$ cat src/rtl/user_pkg.sv
// Shared types for the user TX arbiter: FSM state, the "no tag" marker for
// posted writes, and the per-slot record held by the tag table.
package user_pkg;

   typedef enum logic [1:0] {
      ST_IDLE      = 2'd0,
      ST_SEND      = 2'd1,
      ST_WAIT_DONE = 2'd2
   } state_e;

   localparam logic [7:0] TAG_NONE = 8'hFF;
   localparam int         OWNER_W  = 2;
   localparam int         TIMER_W  = 32;

   typedef struct packed {
      logic               valid;
      logic [OWNER_W-1:0] owner;
      logic [TIMER_W-1:0] timer;
   } slot_t;

   function automatic logic [3:0] owner_onehot(input logic [OWNER_W-1:0] idx);
      owner_onehot = 4'b0001 << idx;
   endfunction

endpackage

$ cat src/rtl/user_tx_arbiter_if.sv
// Request, encoder, decoder and completion signals of the user TX arbiter.
// The arbiter uses the slave modport; the requester/encoder side uses master.
interface user_tx_arbiter_if #(
   parameter int NUM_REQ = 2
);
   logic [NUM_REQ-1:0]    req_valid;
   logic [NUM_REQ-1:0]    req_is_read;
   logic [3*NUM_REQ-1:0]  req_type;
   logic [64*NUM_REQ-1:0] req_addr;
   logic [32*NUM_REQ-1:0] req_data;
   logic [NUM_REQ-1:0]    req_ready;
   logic [2:0]            tx_type;
   logic [7:0]            tx_tag;
   logic [63:0]           tx_addr;
   logic [31:0]           tx_data;
   logic                  tx_start;
   logic                  tx_done;
   logic [7:0]            rx_tag;
   logic [31:0]           rx_data;
   logic                  rx_good;
   logic                  rx_bad;
   logic [NUM_REQ-1:0]    cpl_valid;
   logic [31:0]           cpl_data;
   logic                  cpl_err;
   logic                  stray_cpl;
   logic                  busy;

   modport slave (
      input  req_valid, req_is_read, req_type, req_addr, req_data,
      input  tx_done, rx_tag, rx_data, rx_good, rx_bad,
      output req_ready, tx_type, tx_tag, tx_addr, tx_data, tx_start,
      output cpl_valid, cpl_data, cpl_err, stray_cpl, busy
   );

   modport master (
      output req_valid, req_is_read, req_type, req_addr, req_data,
      output tx_done, rx_tag, rx_data, rx_good, rx_bad,
      input  req_ready, tx_type, tx_tag, tx_addr, tx_data, tx_start,
      input  cpl_valid, cpl_data, cpl_err, stray_cpl, busy
   );
endinterface

$ cat src/rtl/user_tag_table.sv
// Outstanding-read tag table: lowest-free allocation, lookup/free on completion
// and, when USER_TX_ARB_TIMEOUT_EN is defined, per-slot completion timeout.
module user_tag_table
   import user_pkg::*;
#(
   parameter  int MAX_OUTST   = 4,
   parameter  int CPL_TIMEOUT = 65535,
   localparam int IW          = $clog2(MAX_OUTST)
) (
   input  logic               clk,
   input  logic               rst_n,
   input  logic               alloc,
   input  logic [OWNER_W-1:0] alloc_owner,
   output logic               free_avail,
   output logic [IW-1:0]      free_idx,
   input  logic               lookup_en,
   input  logic [7:0]         lookup_tag,
   output logic               hit,
   output logic [OWNER_W-1:0] hit_owner,
   output logic               to_fire,
   output logic [OWNER_W-1:0] to_owner,
   output logic               any_valid
);

   slot_t         slot_q [MAX_OUTST];
   slot_t         slot_d [MAX_OUTST];
   logic [IW-1:0] lk_idx_s;
   logic [IW-1:0] to_idx_s;

   // Free search, completion lookup, timeout selection and next slot state.
   always_comb begin
      free_avail = 1'b0;
      free_idx   = '0;
      any_valid  = 1'b0;
      to_fire    = 1'b0;
      to_idx_s   = '0;
      for (int i = MAX_OUTST - 1; i >= 0; i--) begin
         free_idx   = !slot_q[i].valid ? IW'(i) : free_idx;
         free_avail = free_avail | !slot_q[i].valid;
         any_valid  = any_valid | slot_q[i].valid;
      end
      lk_idx_s  = lookup_tag[IW-1:0];
      hit       = lookup_en && (lookup_tag < 8'(MAX_OUTST)) && slot_q[lk_idx_s].valid;
      hit_owner = slot_q[lk_idx_s].owner;
      for (int i = 0; i < MAX_OUTST; i++) begin
         slot_d[i] = slot_q[i];
      end
`ifdef USER_TX_ARB_TIMEOUT_EN
      // Any decoder result this cycle owns the completion bus; expiry waits.
      for (int i = MAX_OUTST - 1; i >= 0; i--) begin
         if (slot_q[i].valid && (slot_q[i].timer >= TIMER_W'(CPL_TIMEOUT)) && !lookup_en) begin
            to_fire  = 1'b1;
            to_idx_s = IW'(i);
         end else begin
            to_idx_s = to_idx_s;
         end
         slot_d[i].timer = (slot_q[i].valid && (slot_q[i].timer != '1)) ?
                           slot_q[i].timer + 32'd1 : slot_q[i].timer;
      end
`endif
      to_owner = slot_q[to_idx_s].owner;
      if (hit) begin
         slot_d[lk_idx_s] = '0;
      end else if (to_fire) begin
         slot_d[to_idx_s] = '0;
      end else begin
         slot_d[lk_idx_s] = slot_d[lk_idx_s];
      end
      if (alloc) begin
         slot_d[free_idx] = '{valid: 1'b1, owner: alloc_owner, timer: '0};
      end else begin
         slot_d[free_idx] = slot_d[free_idx];
      end
   end

   // Slot storage.
   always_ff @(posedge clk or negedge rst_n) begin
      if (!rst_n) begin
         for (int i = 0; i < MAX_OUTST; i++) begin
            slot_q[i] <= '0;
         end
      end else begin
         for (int i = 0; i < MAX_OUTST; i++) begin
            slot_q[i] <= slot_d[i];
         end
      end
   end

endmodule

$ cat src/rtl/user_tx_arbiter.sv
// Round-robin arbiter sharing one TLP encoder among NUM_REQ requesters, with
// read tag tracking and completion routing. Optional: USER_TX_ARB_TIMEOUT_EN.
module user_tx_arbiter
   import user_pkg::*;
#(
   parameter int NUM_REQ     = 2,
   parameter int MAX_OUTST   = 4,
   parameter int CPL_TIMEOUT = 65535
) (
   input  logic             user_clk,
   input  logic             reset_n,
   user_tx_arbiter_if.slave bus
);

   localparam int IW = $clog2(MAX_OUTST);
   localparam int RW = $clog2(NUM_REQ);

   state_e             state_q, state_d;
   logic [RW-1:0]      rr_q, rr_d;
   logic [NUM_REQ-1:0] req_ready_q, req_ready_d;
   logic [2:0]         tx_type_q, tx_type_d;
   logic [7:0]         tx_tag_q, tx_tag_d;
   logic [63:0]        tx_addr_q, tx_addr_d;
   logic [31:0]        tx_data_q, tx_data_d;
   logic               tx_start_q, tx_start_d;
   logic [NUM_REQ-1:0] cpl_valid_q, cpl_valid_d;
   logic [31:0]        cpl_data_q, cpl_data_d;
   logic               cpl_err_q, cpl_err_d;
   logic               stray_q, stray_d;

   logic [NUM_REQ-1:0] eligible_s;
   logic               grant_found_s;
   logic [RW-1:0]      grant_idx_s;
   logic [RW-1:0]      cand_s;
   logic               alloc_s;
   logic               free_avail_s;
   logic [IW-1:0]      free_idx_s;
   logic               lookup_en_s;
   logic               hit_s;
   logic [OWNER_W-1:0] hit_owner_s;
   logic               to_fire_s;
   logic [OWNER_W-1:0] to_owner_s;
   logic               any_valid_s;

   user_tag_table #(
      .MAX_OUTST   (MAX_OUTST),
      .CPL_TIMEOUT (CPL_TIMEOUT)
   ) u_tags (
      .clk         (user_clk),
      .rst_n       (reset_n),
      .alloc       (alloc_s),
      .alloc_owner (OWNER_W'(grant_idx_s)),
      .free_avail  (free_avail_s),
      .free_idx    (free_idx_s),
      .lookup_en   (lookup_en_s),
      .lookup_tag  (bus.rx_tag),
      .hit         (hit_s),
      .hit_owner   (hit_owner_s),
      .to_fire     (to_fire_s),
      .to_owner    (to_owner_s),
      .any_valid   (any_valid_s)
   );

   // Round-robin pick: first eligible requester at or after the pointer.
   always_comb begin
      eligible_s    = bus.req_valid & (~bus.req_is_read | {NUM_REQ{free_avail_s}});
      grant_found_s = 1'b0;
      grant_idx_s   = '0;
      cand_s        = '0;
      for (int k = 0; k < NUM_REQ; k++) begin
         cand_s = RW'((int'(rr_q) + k) % NUM_REQ);
         if (!grant_found_s && eligible_s[cand_s]) begin
            grant_found_s = 1'b1;
            grant_idx_s   = cand_s;
         end else begin
            grant_idx_s = grant_idx_s;
         end
      end
   end

   // Next-state for the transfer FSM, encoder outputs and completion routing.
   always_comb begin
      state_d     = state_q;
      rr_d        = rr_q;
      req_ready_d = '0;
      tx_start_d  = 1'b0;
      tx_type_d   = tx_type_q;
      tx_tag_d    = tx_tag_q;
      tx_addr_d   = tx_addr_q;
      tx_data_d   = tx_data_q;
      alloc_s     = 1'b0;
      case (state_q)
         ST_IDLE: begin
            if (grant_found_s) begin
               state_d     = ST_SEND;
               rr_d        = (grant_idx_s == RW'(NUM_REQ - 1)) ? '0 : grant_idx_s + RW'(1);
               req_ready_d = NUM_REQ'(owner_onehot(OWNER_W'(grant_idx_s)));
               tx_start_d  = 1'b1;
               tx_type_d   = bus.req_type[3*int'(grant_idx_s) +: 3];
               tx_addr_d   = bus.req_addr[64*int'(grant_idx_s) +: 64];
               tx_data_d   = bus.req_data[32*int'(grant_idx_s) +: 32];
               tx_tag_d    = bus.req_is_read[grant_idx_s] ? 8'(free_idx_s) : TAG_NONE;
               alloc_s     = bus.req_is_read[grant_idx_s];
            end else begin
               state_d = ST_IDLE;
            end
         end
         ST_SEND:      state_d = ST_WAIT_DONE;
         ST_WAIT_DONE: state_d = bus.tx_done ? ST_IDLE : ST_WAIT_DONE;
         default:      state_d = ST_IDLE;
      endcase

      lookup_en_s = bus.rx_good | bus.rx_bad;
      cpl_valid_d = '0;
      cpl_data_d  = cpl_data_q;
      cpl_err_d   = 1'b0;
      stray_d     = 1'b0;
      if (lookup_en_s && hit_s) begin
         cpl_valid_d = NUM_REQ'(owner_onehot(hit_owner_s));
         cpl_data_d  = bus.rx_data;
         cpl_err_d   = bus.rx_bad;
      end else if (lookup_en_s) begin
         stray_d = 1'b1;
      end else if (to_fire_s) begin
         cpl_valid_d = NUM_REQ'(owner_onehot(to_owner_s));
         cpl_data_d  = 32'd0;
         cpl_err_d   = 1'b1;
      end else begin
         stray_d = 1'b0;
      end
   end

   // State and registered outputs.
   always_ff @(posedge user_clk or negedge reset_n) begin
      if (!reset_n) begin
         state_q     <= ST_IDLE;
         rr_q        <= '0;
         req_ready_q <= '0;
         tx_type_q   <= 3'd0;
         tx_tag_q    <= 8'd0;
         tx_addr_q   <= 64'd0;
         tx_data_q   <= 32'd0;
         tx_start_q  <= 1'b0;
         cpl_valid_q <= '0;
         cpl_data_q  <= 32'd0;
         cpl_err_q   <= 1'b0;
         stray_q     <= 1'b0;
      end else begin
         state_q     <= state_d;
         rr_q        <= rr_d;
         req_ready_q <= req_ready_d;
         tx_type_q   <= tx_type_d;
         tx_tag_q    <= tx_tag_d;
         tx_addr_q   <= tx_addr_d;
         tx_data_q   <= tx_data_d;
         tx_start_q  <= tx_start_d;
         cpl_valid_q <= cpl_valid_d;
         cpl_data_q  <= cpl_data_d;
         cpl_err_q   <= cpl_err_d;
         stray_q     <= stray_d;
      end
   end

   assign bus.req_ready = req_ready_q;
   assign bus.tx_type   = tx_type_q;
   assign bus.tx_tag    = tx_tag_q;
   assign bus.tx_addr   = tx_addr_q;
   assign bus.tx_data   = tx_data_q;
   assign bus.tx_start  = tx_start_q;
   assign bus.cpl_valid = cpl_valid_q;
   assign bus.cpl_data  = cpl_data_q;
   assign bus.cpl_err   = cpl_err_q;
   assign bus.stray_cpl = stray_q;
   assign bus.busy      = (state_q != ST_IDLE) | any_valid_s;

endmodule

$ cat src/flat_wrapper.sv
// flat-port wrapper written by rule: the top's interface ports become plain ports
module user_tx_arbiter_flat import user_pkg::*;
#(
   parameter int NUM_REQ     = 2,
   parameter int MAX_OUTST   = 4,
   parameter int CPL_TIMEOUT = 65535
)
  (user_clk, reset_n, bus_req_valid, bus_req_is_read, bus_req_type, bus_req_addr, bus_req_data, bus_tx_done, bus_rx_tag, bus_rx_data, bus_rx_good, bus_rx_bad, bus_req_ready, bus_tx_type, bus_tx_tag, bus_tx_addr, bus_tx_data, bus_tx_start, bus_cpl_valid, bus_cpl_data, bus_cpl_err, bus_stray_cpl, bus_busy);
  user_tx_arbiter_if #(.NUM_REQ(NUM_REQ)) bus_i ();
  input  logic user_clk;
  input  logic reset_n;
  input wire logic [$bits(bus_i.req_valid)-1:0] bus_req_valid;
  input wire logic [$bits(bus_i.req_is_read)-1:0] bus_req_is_read;
  input wire logic [$bits(bus_i.req_type)-1:0] bus_req_type;
  input wire logic [$bits(bus_i.req_addr)-1:0] bus_req_addr;
  input wire logic [$bits(bus_i.req_data)-1:0] bus_req_data;
  input wire logic [$bits(bus_i.tx_done)-1:0] bus_tx_done;
  input wire logic [$bits(bus_i.rx_tag)-1:0] bus_rx_tag;
  input wire logic [$bits(bus_i.rx_data)-1:0] bus_rx_data;
  input wire logic [$bits(bus_i.rx_good)-1:0] bus_rx_good;
  input wire logic [$bits(bus_i.rx_bad)-1:0] bus_rx_bad;
  output wire logic [$bits(bus_i.req_ready)-1:0] bus_req_ready;
  output wire logic [$bits(bus_i.tx_type)-1:0] bus_tx_type;
  output wire logic [$bits(bus_i.tx_tag)-1:0] bus_tx_tag;
  output wire logic [$bits(bus_i.tx_addr)-1:0] bus_tx_addr;
  output wire logic [$bits(bus_i.tx_data)-1:0] bus_tx_data;
  output wire logic [$bits(bus_i.tx_start)-1:0] bus_tx_start;
  output wire logic [$bits(bus_i.cpl_valid)-1:0] bus_cpl_valid;
  output wire logic [$bits(bus_i.cpl_data)-1:0] bus_cpl_data;
  output wire logic [$bits(bus_i.cpl_err)-1:0] bus_cpl_err;
  output wire logic [$bits(bus_i.stray_cpl)-1:0] bus_stray_cpl;
  output wire logic [$bits(bus_i.busy)-1:0] bus_busy;
  assign bus_i.req_valid = bus_req_valid;
  assign bus_i.req_is_read = bus_req_is_read;
  assign bus_i.req_type = bus_req_type;
  assign bus_i.req_addr = bus_req_addr;
  assign bus_i.req_data = bus_req_data;
  assign bus_i.tx_done = bus_tx_done;
  assign bus_i.rx_tag = bus_rx_tag;
  assign bus_i.rx_data = bus_rx_data;
  assign bus_i.rx_good = bus_rx_good;
  assign bus_i.rx_bad = bus_rx_bad;
  assign bus_req_ready = bus_i.req_ready;
  assign bus_tx_type = bus_i.tx_type;
  assign bus_tx_tag = bus_i.tx_tag;
  assign bus_tx_addr = bus_i.tx_addr;
  assign bus_tx_data = bus_i.tx_data;
  assign bus_tx_start = bus_i.tx_start;
  assign bus_cpl_valid = bus_i.cpl_valid;
  assign bus_cpl_data = bus_i.cpl_data;
  assign bus_cpl_err = bus_i.cpl_err;
  assign bus_stray_cpl = bus_i.stray_cpl;
  assign bus_busy = bus_i.busy;
  user_tx_arbiter #(.NUM_REQ(NUM_REQ), .MAX_OUTST(MAX_OUTST), .CPL_TIMEOUT(CPL_TIMEOUT)) u_core (.user_clk(user_clk), .reset_n(reset_n), .bus(bus_i));
endmodule
$ cat config.mk
export PLATFORM = sky130hd
export DESIGN_NAME = user_tx_arbiter_flat
export DESIGN_NICKNAME = d
export VERILOG_FILES = /design/src/rtl/user_pkg.sv /design/src/rtl/user_tx_arbiter_if.sv /design/src/rtl/user_tag_table.sv /design/src/rtl/user_tx_arbiter.sv /design/src/flat_wrapper.sv
export SDC_FILE = /design/constraint.sdc
export NUM_CORES = 1
export LEC_CHECK = 0
export BUFFER_PORTS_ARGS = -buffer_cell sky130_fd_sc_hd__buf_2
export CAP_MARGIN = 20
export CORE_AREA = 4 4 150 152
export CTS_CLUSTER_SIZE = 20
export DETAILED_ROUTE_END_ITERATION = 7
export DIE_AREA = 0 0 154 156
export GPL_TIMING_DRIVEN = 1
export PLACE_DENSITY = 0.67
export SKIP_CTS_REPAIR_TIMING = 1
export SYNTH_ARGS = -nofsm -noshare
export SYNTH_HDL_FRONTEND = slang
export SYNTH_HIERARCHICAL = 1
export SYNTH_SLANG_ARGS = --single-unit
$ cat constraint.sdc
create_clock -name user_clk -period 6.6 [get_ports user_clk]
set_input_delay 1.32 -clock user_clk [delete_from_list [all_inputs] [get_ports user_clk]]
set_output_delay 1.32 -clock user_clk [all_outputs]
set_load 0.02 [all_outputs]
# --- Yosys cells after proc, flatten, opt, wreduce, memory -nomap -nowiden ---
# Index checks and enable logic that the tools add are counted.
totals:
  ff_bits: 289
  input_bits: 247
  out_inout_bits: 147
classes:
  n_addsub: 2
  mul: 1
  order_cmp: 8
  eq_ne: 2
  n_shift: 5
  n_mux: 44
  bitwise_logic: 15
  n_reduce_logical: 14
ops:
  columns: ["op", "n"]
  rows:
  - ["$bwmux W140", 3]
  - ["$mux W140", 2]
  - ["$mux W35", 6]
  - ["$and A140 B140 Y140", 1]
  - ["$bmux W35 S2", 2]
  - ["$demux W35 S2", 2]
  - ["$not A140 Y140", 1]
  - ["$shiftx A128 B8 Y64", 1]
  - ["$shiftx A64 B7 Y32", 1]
  - ["$shiftx A6 B32 Y3", 1]
  - ["$mux W1", 19]
  - ["$mux W2", 8]
  - ["$lt A8 B3 Y1 const B", 1]
  - ["$mux W8", 1]
  - ["$or A1 B1 Y1", 8]
  - ["$ge A3 B3 Y1 const B", 2]
  - ["$logic_and A1 B1 Y1", 6]
  - ["$lt A1 B2 Y1 const B", 3]
  - ["$lt A3 B1 Y1 const B", 2]
  - ["$not A2 Y3", 2]
  - ["$pmux W2 S3", 1]
  - ["$logic_not A1 Y1", 5]
  - ["$mul A2 B1 Y3 const A", 1]
  - ["$add A1 B1 Y1 const B", 2]
  - ["10 further kinds", 10]

# --- Logic depth before layout (Yosys ltp) ---
# Gate-level depths: netlist of run 1.
logic_depth:
  depth_word: 17
  depth_mapped: 11
  ltp_nobuf: 8

# --- Cells and area by module ---
# Netlist of run 1, hierarchy kept.
by_module_without_submodules:
  columns: ["module", "n_inst", "cells_each", "area_per_inst_um2"]
  rows:
  - ["user_tx_arbiter", 1, 561, 6209.7]
  - ["user_tag_table", 1, 96, 864.6]

# --- Least setup slack after synthesis of run 1 ---
# No wires, ideal clock.
synth_timing:
  kind: "in2reg"
  from: "input port bus_req_valid[0]"
  to: "register u_core/u_tags/slot_q[68] (netlist name)"
  t_arrival_ps: 2840
  required_ps: 6462
  path_slack_ps: 3622
  cell_stages: 9
  path_buffers: 2
  path_cell_list: "o21ai_1 -> a311o_1 -> buf_2 -> buf_6 -> inv_2 -> and2_1 -> a21o_1 -> a311oi_2 -> o22ai_1"
synth_lines:
  columns: ["element", "line", "source"]
  rows:
  - ["start: declaration", "flat_wrapper.sv:12", "input wire logic [$bits(bus_i.req_valid)-1:0] bus_req_valid;"]
  - ["end signal: indexed assignment", "user_tag_table.sv:84", "slot_q[i] <= slot_d[i];"]
  - ["end: declaration", "user_tag_table.sv:25", "slot_t slot_q [MAX_OUTST];"]

# --- Final worst setup path of run 1 ---
layout_timing:
  from: "register u_core/u_tags/slot_q[69] (netlist name)"
  to: "output port bus_busy"
layout_between:
  elab_chain_len: 4
layout_rtl:
  columns: ["element", "line", "source"]
  rows:
  - ["$or A1 B1 Y1 (3 in series)", "user_tag_table.sv:40", "any_valid = any_valid | slot_q[i].valid;"]
  - ["net u_core.any_valid_s", "user_tx_arbiter.sv:43", "logic any_valid_s;"]
  - ["$or A1 B1 Y1", "user_tx_arbiter.sv:174", "assign bus.busy = (state_q != ST_IDLE) | any_valid_s;"]
  - ["end: declaration", "flat_wrapper.sv:32", "output wire logic [$bits(bus_i.busy)-1:0] bus_busy;"]
# The timed path passes the listed nets, and every way through them passes these cells.

==> key figures, run 1 <==
Layout
  • Share of cells above drive strength 1: 0.431
  • Ant. Diodes: 0
  • Final net count: 1273
  • Fin area: 0.00977 mm^2
  • Layout area overhead: 38.1%

STA
  • Final Cycle Share: 0.501
  • Hold Vio Cnt, Final: 0
  • Fmax: 0.303 GHz
  • Slew Limit Headroom: 0.328
  • Slew @ Worst Pin: 1010 ps
  • Clock Skew: 13.6 ps
  • Period minus WS final: 3300 ps
  • Final-report setup violation count: 0
  • RSZ-0062 raised after global routing: false
  • Final Max Tran Viols: 0
  • TNS Setup: 0 ps

Logic synthesis
  • Cell count after synthesis: 657
  • Synth Register Bits: 155
  • Largest family of logic cells by synthesized area: multiplexers
  • Synth cell count leaders: 155 x dfrtp_1, 119 x nand2_1, 99 x mux2i_1, 91 x o21ai_1, 33 x a22o_1
  • Mapped Area: 0.00707 mm^2
  • Cell accounting for the most synthesized area: dfrtp_1
  • Sequential share of the synthesized area: 0.548
  • Post-Synth Simple-Gate Area: 0.104
  • EDFF count, synth: 0
  • Post-synthesis compound-gate area fraction: 0.149
  • Mean post-synth cell area: 10.8 um^2
  • Cell variety after synth: 44
  • Post-synthesis mux area share: 0.151
  • Count leader, synth: dfrtp_1
  • Post-Synth XOR/XNOR Area: 0
  • Synth area leaders: dfrtp_1 55%, mux2i_1 14%, o21ai_1 6.4%, nand2_1 6.3%, a22o_1 4.1%
  • Top-area cell type share of the netlist area: 0.548
  • Yosys warns: 6
  • FFs w/ async S/R, synth: 1.00
  • Top_reg_cell synth: dfrtp_1
  • Synth Net Count: 904
  • Synth Area in Adders: 0

Clocking
  • CTS max path bufs: 2
  • Htree depth: 4
  • Clock transition at path regs: 60 ps
  • Clk Latency, worst-skew pair: 420 ps
  • CTS tree: yes
  • CTS buffer count: 17
  • Clock sinks: 155
  • Clock root cell: clkbuf_16

Critical path
  • CP max stage delay: 570 ps
  • Reg2Reg Launch Point: u_core/u_tags/slot_q[139]
  • Worst Setup Start Kind: flop
  • CP max FO: 14
  • Reg2reg path depth: 9
  • R2r setup slk: 3590 ps
  • WS Path Type: flop to output pin
  • CP endpoint kind: output pin
  • R2r endpoint: u_core/u_tags/slot_q[68]
  • CP Cell Sequence: or4_1, or3_1, buf_2
  • Req. time, crit path: 5280 ps
  • Critical path's slowest cell: or4_1
  • CP arrival: 1980 ps

Floorplan
  • IO Pins: 394
  • Initial Utilization: 0.337
  • Core region area: 0.0210 mm^2
  • Die ar.: 0.0240 mm^2
  • Die H: 156 um
  • Die X: 154 um
  • Core Rows: 53

Drt
  • Routed vias/inst: 4.68
  • Number of detailed-route iterations in the first pass: 4
  • Via Count: 6151
  • DRC errors left: 0
  • DRT iter0 DRCs: 379
  • Avg WL per Cell: 16.9 um
  • WL final: 22200 um
  • DRT antenna net count: 0

Run status
  • Status: finished clean

Global routing
  • Largest net degree at the start of global routing: 114
  • First-pass GRT wire length: 33400 um
  • Initial antenna violation count: 0
  • All-Layer GR Usage: 0.176
  • Grt ovf: 0
  • Vias in the first global route: 6079

Place
  • Port Buffer Count: 393
  • DP HPWL: 17100 um
  • Routability Congestion: 0.828
  • Post-DP Area: 0.00918 mm^2

Pwr
  • Pwr/cell area: 444 mW/mm^2
  • VDD IR max: 0.196 mV
  • Leak: 0.00545 uW

Worst hold path
  • Hold Path Cell Cnt: 2
  • Hold Path End: u_core/bus.tx_addr[18]
  • HP Class: flop to flop
  • Hold Crit Start: u_core/bus.tx_addr[18]

Run
  • Max Cap Viol: 0
## power by group
group	internal [uW]	leakage, uW	switching [uW]	total, uW
clock network	535	0.000258	404	939
logic	654	0.00325	1220	1870
registers	1310	0.00194	212	1520
## state kept, by name, summed over array words and instances (netlist names)
signal and cells:
u_core/bus.tx_addr 64, u_core/bus.tx_data 32, u_core/u_tags/slot_q 10, u_core/u_tags/to_owner 2, u_core/state_q 2, u_core/bus.cpl_err 1
u_core/bus.cpl_valid 2, u_core/bus.cpl_data 32, u_core/bus.tx_type 3, u_core/bus.stray_cpl 1, u_core/bus.req_ready 2, u_core/bus.tx_tag 3
u_core/rr_q 1
## cell usage in the layout, fill, tap and decap left out, drive strengths merged, types with 3 or more instances in the layout
cell type,n
buf,403
dfrtp,155
nand2,119
o21ai,108
mux2i,99
a22o,33
clkbuf,21
nor2,16
nand2b,11
a21oi,10
inv,10
o22ai,6
clkinvlp,5
mux2,3
a31oi,3
a21boi,3
## per-stage QoR
step	worst slack (ps)	hold slack [ps]	instances	power, uW	utilization
after floorplan	3620	457	657	2790	-
after global placement	3150	461	1281	3400	0.436
after detailed placement	3100	464	1281	3440	0.436
after CTS	3290	480	1313	4390	0.463
after global routing	3200	505	1314	4630	0.465
final	3300	474	1314	4330	0.465
## critical path: cells and delay by family, from the launching register on
family	cells	cell delay, ps
DFF	1	530
buffers and inverters	1	160
and+or+nand+nor	2	880
## layer usage
metal / global-route usage / vias up / share of wire
met5: 0 / - / 0
met4: 0.0572 / 0 / 0.020
met3: 0.0458 / 23 / 0.082
met2: 0.304 / 285 / 0.50
met1: 0.217 / 2798 / 0.40
li1: - / 3045 / -
## layout make-up
type / count / area (um^2)
Clock buffer: 21 / 450
Fill cell: 2063 / 11300
Sequential cell: 155 / 3880
Multi-Input combinational cell: 442 / 2890
Inverter: 7 / 26.3
Timing Repair Buffer: 403 / 2070
Tap cell: 275 / 344
Clock inverter: 11 / 114
## worst max-delay path by stage
stage / startpoint / slack [ps] / endpoint / cells past startpoint
floorplan: bus_req_valid[0] / 3620 / u_core/u_tags/slot_q[68] / 9
global placement: bus_req_valid[1] / 3150 / u_core/u_tags/slot_q[68] / 9
detailed placement: bus_req_valid[1] / 3100 / u_core/u_tags/slot_q[68] / 9
CTS: u_core/u_tags/slot_q[69] / 3290 / bus_busy / 3
global route: u_core/u_tags/slot_q[69] / 3200 / bus_busy / 3
finish: u_core/u_tags/slot_q[69] / 3300 / bus_busy / 3
## cell families after synthesis
| group | after synthesis |
|---|---|
| compound gates | 172 |
| other cells | 2 |
| simple gates | 164 |
| buf+inv | 60 |
| flops | 155 |
| mux | 104 |
Note: power is estimated with default switching activity, not from simulation.
==> run 2, diff against run 1 <==
- CORE_AREA: 4 4 150 152 -> 4 4 151 153
- DIE_AREA: 0 0 154 156 -> 0 0 155 157
- PLACE_DENSITY: 0.67 -> 0.66
- clock period: 6.6 -> 3.3 ns (I/O delays scaled with it)
==> key figures, run 2 (synthesized netlist as in run 1, its figures left out) <==
Layout
  • Most frequent cells in the layout: 392 x buf_2, 155 x dfrtp_1, 119 x nand2_1, 99 x mux2i_1, 91 x o21ai_1
  • Ant. Diodes: 0
  • Fin area: 0.00984 mm^2
  • Largest register FFs: 64
  • Share of cells above drive strength 1: 0.432
  • Final net count: 1273
  • Layout area overhead: 39.1%
  • Leading cell type in the layout, fill and taps excluded: buf_2

Clocking
  • Clock root cell: clkbuf_16
  • CTS buffer count: 17
  • Clk Latency, worst-skew pair: 420 ps
  • CTS max path bufs: 2
  • CTS tree: yes
  • Clock sinks: 155
  • Clock transition at path regs: 60 ps
  • Htree depth: 4

Critical path
  • Critical path's slowest cell: or4_1
  • CP arrival: 1980 ps
  • CP delay by family, top: simple AND/OR/NAND/NOR gates
  • CP endpoint kind: output pin
  • Worst Setup Start Kind: flop
  • Req. time, crit path: 2640 ps
  • CP max stage delay: 570 ps
  • Reg2Reg Launch Point: u_core/u_tags/slot_q[139]
  • Buf+Inv Stages, Crit Path: 1
  • Reg2reg path depth: 8
  • CP startpoint: u_core/u_tags/slot_q[69]
  • R2r setup slk: 880 ps
  • WS Path Type: flop to output pin
  • CP Cell Sequence: or4_1, or3_1, buf_2
  • CP max FO: 14
  • Crit path depth: 3

Place
  • DP HPWL: 16300 um
  • Port Buffer Count: 393
  • Routability Congestion: 0.830
  • Post-DP Area: 0.00925 mm^2
  • Setup WS pre-CTS: 683 ps

Pwr
  • Comb pwr share: 0.429
  • NetSw: 3590 uW
  • Part of the power in registers: 0.348
  • VDD IR max: 0.628 mV
  • Switching Share: 0.413
  • Leak: 0.00548 uW
  • Pwr/cell area: 883 mW/mm^2
  • Int Power: 5100 uW
  • Power share of the clock group: 0.223

Drt
  • Routed vias/inst: 4.61
  • Via Count: 6084
  • Number of detailed-route iterations in the first pass: 4
  • Avg WL per Cell: 15.8 um
  • DRC errors left: 0
  • DRT antenna net count: 0
  • DRT iter0 DRCs: 260
  • WL final: 20800 um

Floorplan
  • Core Rows: 54
  • Die H: 157 um
  • Initial Utilization: 0.328
  • Die X: 155 um
  • Die ar.: 0.0243 mm^2
  • Core region area: 0.0216 mm^2
  • IO Pins: 394

STA
  • Final Cycle Share: 0.799
  • Final Max Tran Viols: 0
  • Period minus WS final: 2640 ps
  • Final-report setup violation count: 0
  • RSZ-0062 raised after global routing: false
  • TNS Setup: 0 ps
  • Worst setup margin: 663 ps
  • Clock Skew: 12.6 ps
  • Slew @ Worst Pin: 842 ps
  • Hold Vio Cnt, Final: 0
  • Slew Limit Headroom: 0.438
  • Fmax: 0.379 GHz

Run status
  • Status: finished clean

Global routing
  • First-pass GRT wire length: 31200 um
  • All-Layer GR Usage: 0.163
  • Grt ovf: 0
  • Vias in the first global route: 5868
  • Largest net degree at the start of global routing: 205
  • Initial antenna violation count: 0

Worst hold path
  • HP Class: input port to async pin

Run
  • Max Cap Viol: 0
[run 2: cell count changes in the layout (fill, tap and decap cells not counted)]
cell / before / now
clkbuf_1: 3 / 2
clkinv_4: 2 / 1
bufinv_16: 1 / 2
buf_4: 9 / 5
clkinvlp_4: 5 / 6
buf_16: 1 / 0
inv_6: 2 / 3
inv_8: 1 / 0
buf_12: 0 / 5
[run 2: per-layer routing]
metal	global-route usage	part of all wire
met2	0.280	0.50
met5	0	0
met4	0.0513	0.015
met1	0.196	0.40
met3	0.0511	0.092
[run 2: through the flow]
step / util / hold WS, ps / instances / total power [uW]
2_1_floorplan: - / 364 / 657 / 5580
3_3_place_gp: 0.429 / 458 / 1287 / 6780
3_5_place_dp: 0.429 / 468 / 1287 / 6870
4_1_cts: 0.456 / 199 / 1319 / 8860
5_1_grt: 0.456 / 216 / 1319 / 9290
6_report: 0.456 / 194 / 1319 / 8680
[run 2: area by class of cell]
cell class	instances	area [um^2]
clock inverters	12	140
flip-flops and latches	155	3880
inverters	7	26.3
fillers	2085	11700
well taps	280	350
repair buffers	403	2110
multi-input cells	442	2890
clock buffers	20	447
[run 2: final timing paths]
check	endpoint
min reg2reg	u_core/bus.tx_addr[51]
min in group user_clk	u_core/bus.cpl_data[10]
max	bus_busy
max in group asynchronous	u_core/bus.tx_addr[20]
min	u_core/bus.tx_addr[58]
max reg2reg	u_core/u_tags/slot_q[68]
[run 2: power by group through the flow]
stage               clock, uW  sequential, uW  combinational, uW
floorplan                   0            3800               1780
detailed placement          0            3050               3820
global placement            0            3030               3750
CTS                      2010            3030               3820
finish                   1940            3020               3730
global route             2090            3130               4070
